<file path="src/rtl/instr_encoder_pkg.sv">
// Shared ISA definitions: format codes, field positions, immediate limits and the
// offset-opcode range. The decoder must import the same package so both sides agree.
package instr_encoder_pkg;

    typedef enum logic [1:0] {
        FMT_R    = 2'd0,
        FMT_M    = 2'd1,
        FMT_B    = 2'd2,
        FMT_RSVD = 2'd3
    } fmt_e;

    localparam int WORD_W = 32;
    localparam int OP_W   = 7;
    localparam int REG_W  = 5;

    // Field least-significant bit positions inside the 32-bit word
    localparam int OP_LSB = 25;
    localparam int RD_LSB = 20;
    localparam int RA_LSB = 15;
    localparam int RB_LSB = 10;

    // M keeps offset[14:0] in [14:0]; B splits it into [24:20]=offset[14:10] and [9:0]
    localparam int M_IMM_W    = 15;
    localparam int B_IMM_LO_W = 10;
    localparam int B_IMM_HI_W = 5;

    localparam int OFF_MIN = -16384;
    localparam int OFF_MAX = 16383;

    localparam logic [OP_W-1:0] OP_MEM_LO = 7'h10;
    localparam logic [OP_W-1:0] OP_MEM_HI = 7'h13;

    function automatic logic is_mem_op(input logic [OP_W-1:0] op);
        return (op >= OP_MEM_LO) && (op <= OP_MEM_HI);
    endfunction

    function automatic logic offset_fits(input logic [WORD_W-1:0] off);
        return ($signed(off) >= OFF_MIN) && ($signed(off) <= OFF_MAX);
    endfunction

endpackage

</file>
<file path="src/rtl/sync_fifo.sv">
// Single-clock FIFO with registered storage and extra-bit wrap pointers.
// Latency: a pushed entry is visible at the head the cycle after the push.
// Backpressure: push_rdy drops when full; a pop in the same cycle does not reopen it.
module sync_fifo #(
    parameter int WIDTH = 32,
    parameter int DEPTH = 4
) (
    input  logic             clk,
    input  logic             reset,
    input  logic             push_vld,
    output logic             push_rdy,
    input  logic [WIDTH-1:0] push_dat,
    output logic             pop_vld,
    input  logic             pop_rdy,
    output logic [WIDTH-1:0] pop_dat
);

    localparam int AW = $clog2(DEPTH);

    logic [WIDTH-1:0] mem [DEPTH];
    logic [AW:0]      wr_ptr;
    logic [AW:0]      rd_ptr;
    logic             full;
    logic             empty;
    logic             do_push;
    logic             do_pop;

    assign empty = (wr_ptr == rd_ptr);
    assign full  = (wr_ptr[AW] != rd_ptr[AW]) && (wr_ptr[AW-1:0] == rd_ptr[AW-1:0]);

    assign push_rdy = !full;
    assign pop_vld  = !empty;
    // Head reads as zero when empty so downstream never sees stale data
    assign pop_dat  = empty ? '0 : mem[rd_ptr[AW-1:0]];

    assign do_push = push_vld && !full;
    assign do_pop  = pop_rdy && !empty;

    always_ff @(posedge clk) begin
        if (reset) begin
            wr_ptr <= '0;
            rd_ptr <= '0;
        end else begin
            if (do_push) begin
                wr_ptr <= wr_ptr + (AW+1)'(1);
            end
            if (do_pop) begin
                rd_ptr <= rd_ptr + (AW+1)'(1);
            end
        end
    end

    always_ff @(posedge clk) begin
        if (do_push) begin
            mem[wr_ptr[AW-1:0]] <= push_dat;
        end
    end

endmodule

</file>
<file path="src/rtl/instr_encoder.sv">
// Packs and validates instruction fields into 32-bit words for the instruction-memory loader.
// Latency: one cycle from accept to out_valid; rejects pulse err the cycle after accept.
// Backpressure: in_ready follows FIFO-not-full; out_word/out_addr hold while out_ready is low.
module instr_encoder
    import instr_encoder_pkg::*;
#(
    parameter int          FIFO_DEPTH = 4,
    parameter logic [31:0] BASE_ADDR  = 32'h0
) (
    input  logic        clk,
    input  logic        reset,
    input  logic        in_valid,
    output logic        in_ready,
    input  logic [1:0]  fmt,
    input  logic [6:0]  op,
    input  logic [4:0]  rd,
    input  logic [4:0]  ra,
    input  logic [4:0]  rb,
    input  logic [31:0] offset,
    output logic        out_valid,
    input  logic        out_ready,
    output logic [31:0] out_word,
    output logic [31:0] out_addr,
    output logic        err,
    output logic [7:0]  err_count
);

    fmt_e              fmt_q;
    logic [WORD_W-1:0] enc_word;
    logic              mem_op;
    logic              off_ok;
    logic              reject;
    logic              accept;
    logic              push;
    logic              fifo_rdy;
    logic              pop;

    assign fmt_q  = fmt_e'(fmt);
    assign mem_op = is_mem_op(op);
    assign off_ok = offset_fits(offset);

    always_comb begin
        enc_word = '0;
        enc_word[OP_LSB +: OP_W] = op;
        case (fmt_q)
            FMT_R: begin
                enc_word[RD_LSB +: REG_W] = rd;
                enc_word[RA_LSB +: REG_W] = ra;
                enc_word[RB_LSB +: REG_W] = rb;
            end
            FMT_M: begin
                enc_word[RD_LSB +: REG_W]  = rd;
                enc_word[RA_LSB +: REG_W]  = ra;
                enc_word[0 +: M_IMM_W]     = offset[M_IMM_W-1:0];
            end
            FMT_B: begin
                enc_word[RD_LSB +: B_IMM_HI_W] = offset[B_IMM_LO_W +: B_IMM_HI_W];
                enc_word[RA_LSB +: REG_W]      = ra;
                enc_word[RB_LSB +: REG_W]      = rb;
                enc_word[0 +: B_IMM_LO_W]      = offset[B_IMM_LO_W-1:0];
            end
            default: ;
        endcase
    end

    // Offset opcodes are legal only in M format, and M format only carries offset opcodes
    always_comb begin
        reject = 1'b1;
        case (fmt_q)
            FMT_R:   reject = mem_op;
            FMT_M:   reject = !mem_op || !off_ok;
            FMT_B:   reject = mem_op || !off_ok;
            default: reject = 1'b1;
        endcase
    end

    assign in_ready = fifo_rdy;
    assign accept   = in_valid && in_ready;
    assign push     = accept && !reject;
    assign pop      = out_valid && out_ready;

    sync_fifo #(
        .WIDTH (WORD_W),
        .DEPTH (FIFO_DEPTH)
    ) u_fifo (
        .clk      (clk),
        .reset    (reset),
        .push_vld (push),
        .push_rdy (fifo_rdy),
        .push_dat (enc_word),
        .pop_vld  (out_valid),
        .pop_rdy  (out_ready),
        .pop_dat  (out_word)
    );

    // Address advances only on delivery, so rejected requests never consume one
    always_ff @(posedge clk) begin
        if (reset) begin
            out_addr  <= BASE_ADDR;
            err       <= 1'b0;
            err_count <= '0;
        end else begin
            if (pop) begin
                out_addr <= out_addr + 32'd4;
            end
            err <= accept && reject;
            if (accept && reject && (err_count != 8'hFF)) begin
                err_count <= err_count + 8'd1;
            end
        end
    end

endmodule

</file>
<file path="config.mk">
export PLATFORM = sky130hd
export DESIGN_NAME = instr_encoder
export DESIGN_NICKNAME = d
export VERILOG_FILES = /design/src/rtl/instr_encoder_pkg.sv /design/src/rtl/sync_fifo.sv /design/src/rtl/instr_encoder.sv
export SDC_FILE = /design/constraint.sdc
export NUM_CORES = 1
export LEC_CHECK = 0
export CAP_MARGIN = 20
export CORE_MARGIN = 5
export CORE_UTILIZATION = 53
export DETAILED_ROUTE_END_ITERATION = 8
export PLACE_DENSITY = 0.79
export SLEW_MARGIN = 10
export SYNTH_ARGS = -nofsm -noshare
export SYNTH_HDL_FRONTEND = slang
export SYNTH_HIERARCHICAL = 1
export SYNTH_SLANG_ARGS = --single-unit
</file>
<file path="constraint.sdc">
create_clock -name clk -period 6.4 [get_ports clk]
set_input_delay 1.28 -clock clk [delete_from_list [all_inputs] [get_ports clk]]
set_output_delay 1.28 -clock clk [all_outputs]
set_load 0.02 [all_outputs]
</file>
After elaboration in Yosys (flattened, before gate mapping)

Memory sizes are Yosys's and may differ from the RTL's. A register that Yosys moved wholly into a read port is not among the register bits.
Index checks and enable logic that the tools add are counted.

Register bits after elaboration: 47
RAM bits: 128
Input bits: 60
Word-level logic and storage cells: 46
Memories: 1

$add $sub $neg: 4
Magnitude comparators: 4
Equal/unequal tests: 6
Mux-type cells: 8
Reductions and logical operators: 18

Memory list:

| name       | words | width | rd ports | clocked after Yosys merged registers in | write ports | RTL line        | RTL |
|---|---|---|---|---|---|---|---|
| u_fifo.mem | 4     | 32    | 1        | 1                                       | 1           | sync_fifo.sv:20 | `logic [WIDTH-1:0] mem [DEPTH];` |

Operators with widths:

| cell                    | number |
|---|---|
| $pmux W15 S3            | 1 |
| $add A32 B3 Y32 const B | 1 |
| $ge A32 B15 Y1 const B  | 1 |
| $le A32 B15 Y1 const B  | 1 |
| $mux W32                | 1 |
| $mux W10                | 1 |
| $logic_and A1 B1 Y1     | 9 |
| $add A8 B1 Y8 const B   | 1 |
| $ne A8 B8 Y1 const B    | 1 |
| $ge A7 B5 Y1 const B    | 1 |
| $le A7 B5 Y1 const B    | 1 |
| $add A3 B1 Y3 const B   | 2 |
| $logic_not A1 Y1        | 5 |
| $mux W2                 | 2 |
| $eq A3 B3 Y1            | 1 |
| $pmux W1 S3             | 1 |
| $eq A2 B1 Y1 const B    | 1 |
| $eq A2 B2 Y1            | 1 |
| $eq A2 B2 Y1 const B    | 1 |
| $logic_not A2 Y1        | 1 |
| $logic_or A1 B1 Y1      | 2 |
| $mux W1                 | 2 |
| $reduce_or A2 Y1        | 1 |
| $ne A1 B1 Y1            | 1 |

Logic depth before layout (Yosys ltp)

Gate-level depths: netlist of the first run.

Depth in word-level cells: 10
Gate-level depth with buffers: 13

Hierarchy

Netlist of the first run, hierarchy kept.

By module, submodules not included:

| module        | times used | cells each | area an instance (um2) | seq. area each (um2) |
|---|---|---|---|---|
| sync_fifo     | 1          | 273        | 5,407.7                | 4,003.8 |
| instr_encoder | 1          | 274        | 2,207.1                | 780.7 |

Least setup slack after synthesis of the first run

Ideal clock, no wire load.

Path kind: input port to flip-flop
From: input port offset[31]
To: memory u_fifo.mem[3][0] (enable)
Library setup time: 0.432 ns
Arrival: 4.449 ns
Data required time: 5.968 ns
Path slack: 1.519 ns
Cell stages on the path: 7
Buffers on the path: 0
Cell sequence: or4_4 -> nor4_4 -> a21oi_2 -> o21a_1 -> nor3_1 -> nand2_1 -> a21oi_1

Cells in the longest elaborated chain, start to end: 10
Elaborated cells between the ends (all ways): 12
Classes of those cells: order compare: 2; mux: 3; reduce/logical: 7

RTL lines:

| item                                                    | RTL line                                 | RTL |
|---|---|---|
| from (decl)                                             | instr_encoder.sv:19                      | `input logic [31:0] offset,` |
| $ge A32 B15 Y1 / $le A32 B15 Y1 (equally long branches) | instr_encoder_pkg.sv:38                  | `return ($signed(off) >= OFF_MIN) && ($signed(off) <= OFF_MAX);` |
| $logic_and A1 B1 Y1 *                                   | instr_encoder_pkg.sv:38                  |  |
| $logic_not A1 Y1 *                                      | instr_encoder.sv:71, instr_encoder.sv:72 |  |
| $logic_or A1 B1 Y1, on equally long branches            | instr_encoder.sv:72, instr_encoder.sv:71 |  |
| $pmux W1 S3 *                                           | instr_encoder.sv:69                      | `case (fmt_q)` |
| $logic_not A1 Y1 *                                      | instr_encoder.sv:79                      | `assign push = accept && !reject;` |
| $logic_and A1 B1 Y1 *                                   | instr_encoder.sv:79                      |  |
| named net push                                          | instr_encoder.sv:34                      | `logic push;` |
| $logic_and A1 B1 Y1 *                                   | sync_fifo.sv:36                          | `assign do_push = push_vld && !full;` |
| $mux W1 *                                               | sync_fifo.sv:54                          | `if (do_push) begin` |
| $mux W1 (not written as such) *                         | sync_fifo.sv:55                          | `mem[wr_ptr[AW-1:0]] <= push_dat;` |
| to (decl)                                               | sync_fifo.sv:20                          |  |

Mark *: on every way through the listed nets, which the timed path passes. The rest lies on a longest branch.

Worst setup path in the final report of the first run

From: input port fmt[0]
To: memory u_fifo.mem[3][14] (enable)

Cells in the longest elaborated chain, start to end: 7
Elaborated cells between the ends (all ways): 9
Classes of those cells: eq/ne: 2; mux: 3; reduce/logical: 4

RTL lines:

| item                                 | RTL line            | RTL |
|---|---|---|
| from (decl)                          | instr_encoder.sv:14 | `input logic [1:0] fmt,` |
| $eq A2 B2 Y1 (tied with other cells) | instr_encoder.sv:69 |  |
| $pmux W1 S3 *                        | instr_encoder.sv:69 |  |
| $logic_not A1 Y1 *                   | instr_encoder.sv:79 |  |
| $logic_and A1 B1 Y1 *                | instr_encoder.sv:79 |  |
| named net push                       | instr_encoder.sv:34 |  |
| $logic_and A1 B1 Y1 *                | sync_fifo.sv:36     |  |
| $mux W1 *                            | sync_fifo.sv:54     |  |
| $mux W1 (not written as such) *      | sync_fifo.sv:55     |  |

Marked as above.

==> results of run 1 <==
==> stage by stage <==
step            util  worst slack, ns  power [mW]  hold WS [ns]
6_report       0.692             2.08        3.01         0.496
5_1_grt        0.692             1.80        3.14         0.535
4_1_cts        0.692             2.07        3.03         0.498
3_5_place_dp   0.651             1.62        2.06         0.486
3_3_place_gp   0.651             1.76        2.04         0.479
2_1_floorplan      -             1.52        1.76         0.521
==> worst register-to-register path, delay by kind of cell, from the launching register on <==
| family | cells | cell delay, ns |
|---|---|---|
| buffers and inverters | 1 | 0.37 |
| flip-flops | 1 | 0.54 |
| XOR/XNOR | 1 | 0.46 |
| AND/OR/NAND/NOR | 5 | 1.20 |
| AO/OA/AOI/OAI | 1 | 0.52 |
==> worst paths after layout <==
check / from / to / slack (ns) / depth (start not counted)
worst min-delay path: err_count[5]$_SDFFE_PP0P_ / err_count[5]$_SDFFE_PP0P_ / 0.50 / 2
worst min register to register: err_count[5]$_SDFFE_PP0P_ / err_count[5]$_SDFFE_PP0P_ / 0.50 / 2
worst max-delay path: fmt[0] / u_fifo/mem[3][14]$_DFFE_PP_ / 2.08 / 9
worst max register to register: u_fifo/wr_ptr[1]$_SDFFE_PP0P_ / u_fifo/mem[3][14]$_DFFE_PP_ / 2.97 / 8
==> cell type report <==
class | count | area (µm²)
fill | 966 | 4310
sequential | 175 | 4790
timing repair buffer | 140 | 1380
inverter | 12 | 45.0
clock buffer | 22 | 485
clock inverter | 10 | 82.6
multi-input combinational | 335 | 2670
tap | 180 | 225
==> layout by cell type, fill, tap and decap left out, types with 4 or more instances in the layout <==
cell type        instances
edfxtp_1               128
nor2_1                  46
nand2_1                 27
o21ai_0                  8
clkdlybuf4s50_1        132
or3_1                    5
xor2_1                  20
buf_4                    8
ha_1                    11
a21oi_1                 15
nor2b_1                 34
mux4_2                  32
xnor2_1                  9
dfxtp_1                 46
nor3_1                   4
inv_1                   12
clkbuf_16               18
nand4_1                 10
clkinv_2                 4
nor3b_1                  4
a22oi_1                 10
or4_1                    6
and3_1                   9
nand3_1                 23
and2_1                  19
==> cells in the mapped netlist (3+ instances only) <==
library cell and count:
clkbuf_1 11, nand4_1 10, buf_2 8, ha_1 11
or4_1 6, mux4_2 32, a31oi_1 3, nor4_1 3
a21oi_1 16, buf_4 5, o31ai_1 3, nor2b_1 34
and3_1 9, or3_1 5, nor2_1 46, o21ai_0 8
nor3b_1 4, inv_1 12, nand3_1 23, and2_1 19
xnor2_1 9, nor3_1 4, edfxtp_1 128, nand2_1 27
dfxtp_1 47, xor2_1 20, a22oi_1 10
==> power groups by stage <==
stage	Combinational, mW	Sequential, mW	Clock, mW
detailed placement	0.753	1.31	0
global placement	0.739	1.31	0
CTS	0.756	1.29	0.993
floorplan	0.454	1.31	0
finish	0.744	1.29	0.978
global route	0.799	1.29	1.05
==> flip-flops by register name, summed over array words and instances (netlist names), named ones only <==
signal	flops
u_fifo/mem	128
err	1
u_fifo/rd_ptr	3
err_count	8
out_addr	30
u_fifo/wr_ptr	3
==> per-layer routing <==
metal | up-vias | part of all wire | wire length, µm | GRT usage
met1 | 2417 | 0.40 | 6550 | 0.256
met2 | 201 | 0.50 | 8160 | 0.347
met3 | 24 | 0.089 | 1470 | 0.0577
li1 | 2315 | - | - | -
met5 | - | 0 | 0 | 0
met4 | 0 | 0.016 | 262 | 0.0642
==> cells by family after synthesis <==
| group | after synthesis | synth area share |
|---|---|---|
| fa+ha+maj | 11 | 0.0181 |
| simple gates | 202 | 0.146 |
| compound gates | 57 | 0.0511 |
| flops | 175 | 0.628 |
| buf+inv | 38 | 0.0235 |
| xor+xnor | 31 | 0.0376 |
| other cells | 1 | 0.000492 |
| mux | 32 | 0.0946 |
==> results.json, run 1 <==
{
  "async_flop_share": 0,
  "cp-end-kind": "register",
  "gp_congestion": 0.932,
  "final_nets": 752,
  "tightest_slew_ns": 0.679,
  "die-area_um2": 16900,
  "slew_headroom": 0.544,
  "die_y_um": 130,
  "synth_flop_cell": "edfxtp_1",
  "p_seq_frac": 0.427,
  "antenna_found_initial": 0,
  "fin_cells": 874,
  "cp_top_family": "compound AO/OA/AOI/OAI gates",
  "skew_ns": 0.00897,
  "hold_buffers": 0,
  "globalRouteOverflowTotal": 0,
  "dp_hpwl_mm": 11.6,
  "drive_gt1_frac": 0.124,
  "cts_resized": 0,
  "grt_max_degree": 50,
  "dpl.cell_count": 842,
  "ys_top_cells_by_area": "edfxtp_1, dfxtp_1, mux4_2, nor2b_1, xor2_1",
  "clkPwrFrac": 0.325,
  "synth_area_leader_cell": "edfxtp_1",
  "vias": 4957,
  "grt_pass1_wl_mm": 26.1,
  "design_area_um2": 9680,
  "cts_buffers": 17,
  "rsz0062_at_grt": "no",
  "syn2layout_area_growth_pct": 27.1,
  "routed_wl_mm": 16.4,
  "critPathArrivalTime_ns": 4.42,
  "placedInstanceArea_um2": 9110,
  "worstHoldPathType": "reg2reg",
  "htreeDepth": 4,
  "peakVddDrop_mv": 0.141,
  "cts_setup_buffers": 0,
  "combPwrFrac": 0.247,
  "p_leak_nw": 3.19,
  "synth_top_area_frac": 0.505,
  "sw_frac_of_total": 0.271,
  "path_buf_inv": 3,
  "core_um2": 14000,
  "io_buffer_count": 132,
  "wl_per_cell_um": 18.8,
  "yosys_warnings": 6,
  "start_util": 0.544,
  "yosys.cell_types.count": 52,
  "clk_latency_ns": 0.43,
  "post-route-min-period_ns": 4.32,
  "drt_first_iter_violations": 487,
  "cts_tree": "done",
  "status": "complete, no violations",
  "crit_required_ns": 6.51,
  "ios": 135,
  "grt_usage": 0.204,
  "cpMaxStageDelayCell": "a21oi_4",
  "drv_slew": 0,
  "synth_seq_area_share": 0.628,
  "critPathMaxFanout": 17,
  "via_per_inst": 5.67,
  "critPathLaunchType": "input port",
  "synth.avg_cell_area_um2": 13.9,
  "setup_viol": 0,
  "power.net_switching_mw": 0.815,
  "die_w_um": 130,
  "clk_pin_slew_ns": 0.06,
  "p_int_mw": 2.19,
  "cp_cell_sequence": "clkdlybuf4s50_1 -> inv_1 -> ha_1 -> a21o_1 -> a31o_2 -> nor3_1 -> nand2_1 -> a21oi_4 -> buf_4",
  "ys_ff_latch": 175,
  "grt_pass1_vias": 5143,
  "maxCapViolCount": 0,
  "firstDrtPassIters": 4,
  "rows": 43,
  "syn_inst": 547,
  "critPathKind": "in2reg",
  "synth_edf_count": 128,
  "hold_viol": 0,
  "clock_path_buffers": 2,
  "fmax_ghz": 0.232,
  "power_density_nw_per_um2": 311,
  "root_buffer": "clkbuf_16",
  "drc": 0,
  "critPathMaxStageDelay_ns": 0.52,
  "setup_tns_ns": 0,
  "fin_crit_sh": 0.675,
  "drt.antenna.violating_nets": 0,
  "antennaDiodeCount": 0,
  "syn-cell-area_um2": 7610,
  "cts_sinks": 175
}
(Power assumes the default switching activity.)
==> run 2, diff against run 1 <==
Clock period 6.4 ns to 4.5 ns, I/O delays scaled along.
==> run 2 against run 1 <==
Cell count is 0.23% higher. Power is 44% higher. Routed wire length is 0.44% higher. Count of clock-buffer cells in the layout is 1 higher. Clock skew is 0.0015 ns higher. Clock power is 45% higher. Sequential share of layout area is 0.45 points lower.
==> results.json, run 2 (synthesized netlist as in run 1, its figures left out) <==
{
  "globalRouteOverflowTotal": 0,
  "cp_top_family": "buffers and inverters",
  "peakVddDrop_mv": 0.243,
  "critPathArrivalTime_ns": 2.75,
  "start_util": 0.544,
  "grt_usage": 0.207,
  "ios": 135,
  "drt.antenna.violating_nets": 0,
  "die_w_um": 130,
  "root_buffer": "clkbuf_16",
  "grt_pass1_vias": 5068,
  "clk_pin_slew_ns": 0.06,
  "cts_resized": 0,
  "drc": 0,
  "largest_reg_flops": 128,
  "dpl_worst_slack_ns": 0.622,
  "clk_latency_ns": 0.42,
  "cp-end-kind": "output port",
  "setup_tns_ns": 0,
  "critPathMaxFanout": 17,
  "layout_common_cells": "clkdlybuf4s50_1, edfxtp_1, nor2_1, dfxtp_1, nor2b_1",
  "skew_ns": 0.0105,
  "final_nets": 754,
  "final_common_cell": "clkdlybuf4s50_1",
  "htreeDepth": 4,
  "post-route-min-period_ns": 3.65,
  "core_um2": 14000,
  "critPathLaunchType": "register",
  "slew_headroom": 0.361,
  "cts_buffers": 17,
  "cts_setup_buffers": 0,
  "wl_per_cell_um": 18.9,
  "vias": 4987,
  "rows": 43,
  "die-area_um2": 16900,
  "grt_pass1_wl_mm": 26.5,
  "fmax_ghz": 0.274,
  "critPathMaxStageDelay_ns": 0.85,
  "antenna_found_initial": 0,
  "routed_wl_mm": 16.5,
  "cts_tree": "done",
  "path_buf_inv": 2,
  "r2r_start": "u_fifo/wr_ptr[1]$_SDFFE_PP0P_",
  "drt_first_iter_violations": 455,
  "via_per_inst": 5.69,
  "gp_congestion": 0.846,
  "crit_required_ns": 3.60,
  "clock_path_buffers": 2,
  "dp_hpwl_mm": 11.4,
  "fin_ws_ns": 0.845,
  "maxCapViolCount": 0,
  "hold_viol": 0,
  "power_density_nw_per_um2": 442,
  "rsz0062_at_grt": "no",
  "grt_max_degree": 33,
  "total_power_mw": 4.32,
  "setup_viol": 0,
  "p_leak_nw": 3.21,
  "drv_slew": 0,
  "hold_buffers": 0,
  "min_from": "err_count[5]$_SDFFE_PP0P_",
  "status": "complete, no violations",
  "critPathKind": "reg2out",
  "io_buffer_count": 132,
  "firstDrtPassIters": 5,
  "drive_gt1_frac": 0.129,
  "cp_cell_sequence": "buf_4 -> mux4_2 -> nor2b_1 -> clkdlybuf4s50_1",
  "die_y_um": 130,
  "cts_sinks": 175,
  "syn2layout_area_growth_pct": 28.3,
  "antennaDiodeCount": 0,
  "fin_crit_sh": 0.812,
  "cpMaxStageDelayCell": "dfxtp_1",
  "tightest_slew_ns": 0.955,
  "worstHoldPathType": "reg2reg"
}
==> run 2: cell count changes in the layout (fill, tap and decap cells not counted), sizes merged <==
cell	delta
clkinv	-3
buf	+2
bufinv	+1
clkbuf	+1
clkinvlp	+1
==> run 2: through the flow <==
step	instances	util	hold slack, ns	area [µm²]
2_1_floorplan	548	-	0.521	7620
3_3_place_gp	844	0.657	0.473	9190
3_5_place_dp	844	0.657	0.486	9190
4_1_cts	876	0.698	0.498	9770
5_1_grt	876	0.698	0.523	9770
6_report	876	0.698	0.495	9770
==> run 2: final timing paths <==
check / to / slack, ns / depth (start not counted)
hold / removal: err_count[5]$_SDFFE_PP0P_ / 0.49 / 2
hold reg to reg: err_count[5]$_SDFFE_PP0P_ / 0.49 / 2
setup / recovery: out_word[20] / 0.85 / 4
setup reg to reg: out_addr[26]$_SDFFE_PP0P_ / 1.57 / 10
==> run 2: power by group <==
group          leakage, nW  total, mW  internal (mW)  switching [mW]
Clock                0.278       1.42          0.847           0.572
Combinational         1.38       1.06          0.522           0.543
Sequential            1.56       1.84           1.79          0.0427
Total                 3.21       4.32           3.16            1.16
==> run 2: tightest hold or removal path: stages (launching register included) <==
cell and delay, ns:
dfxtp_1 0.33, o41ai_1 0.06, a21oi_1 0.06
==> run 2: area by class of cell <==
| type | instances | area, µm² |
|---|---|---|
| repair buffers | 142 | 1460 |
| flip-flops and latches | 175 | 4790 |
| fillers | 948 | 4220 |
| clock inverters | 9 | 108 |
| clock buffers | 23 | 468 |
| multi-input cells | 335 | 2680 |
| well taps | 180 | 225 |
| inverters | 12 | 45.0 |
==> run 2: per-layer routing <==
layer,GRT usage,wire (µm),vias up
met3,0.0745,1710,18
li1,-,-,2325
met2,0.339,8050,223
met4,0.0642,244,0
met1,0.260,6510,2421
met5,0,0,-
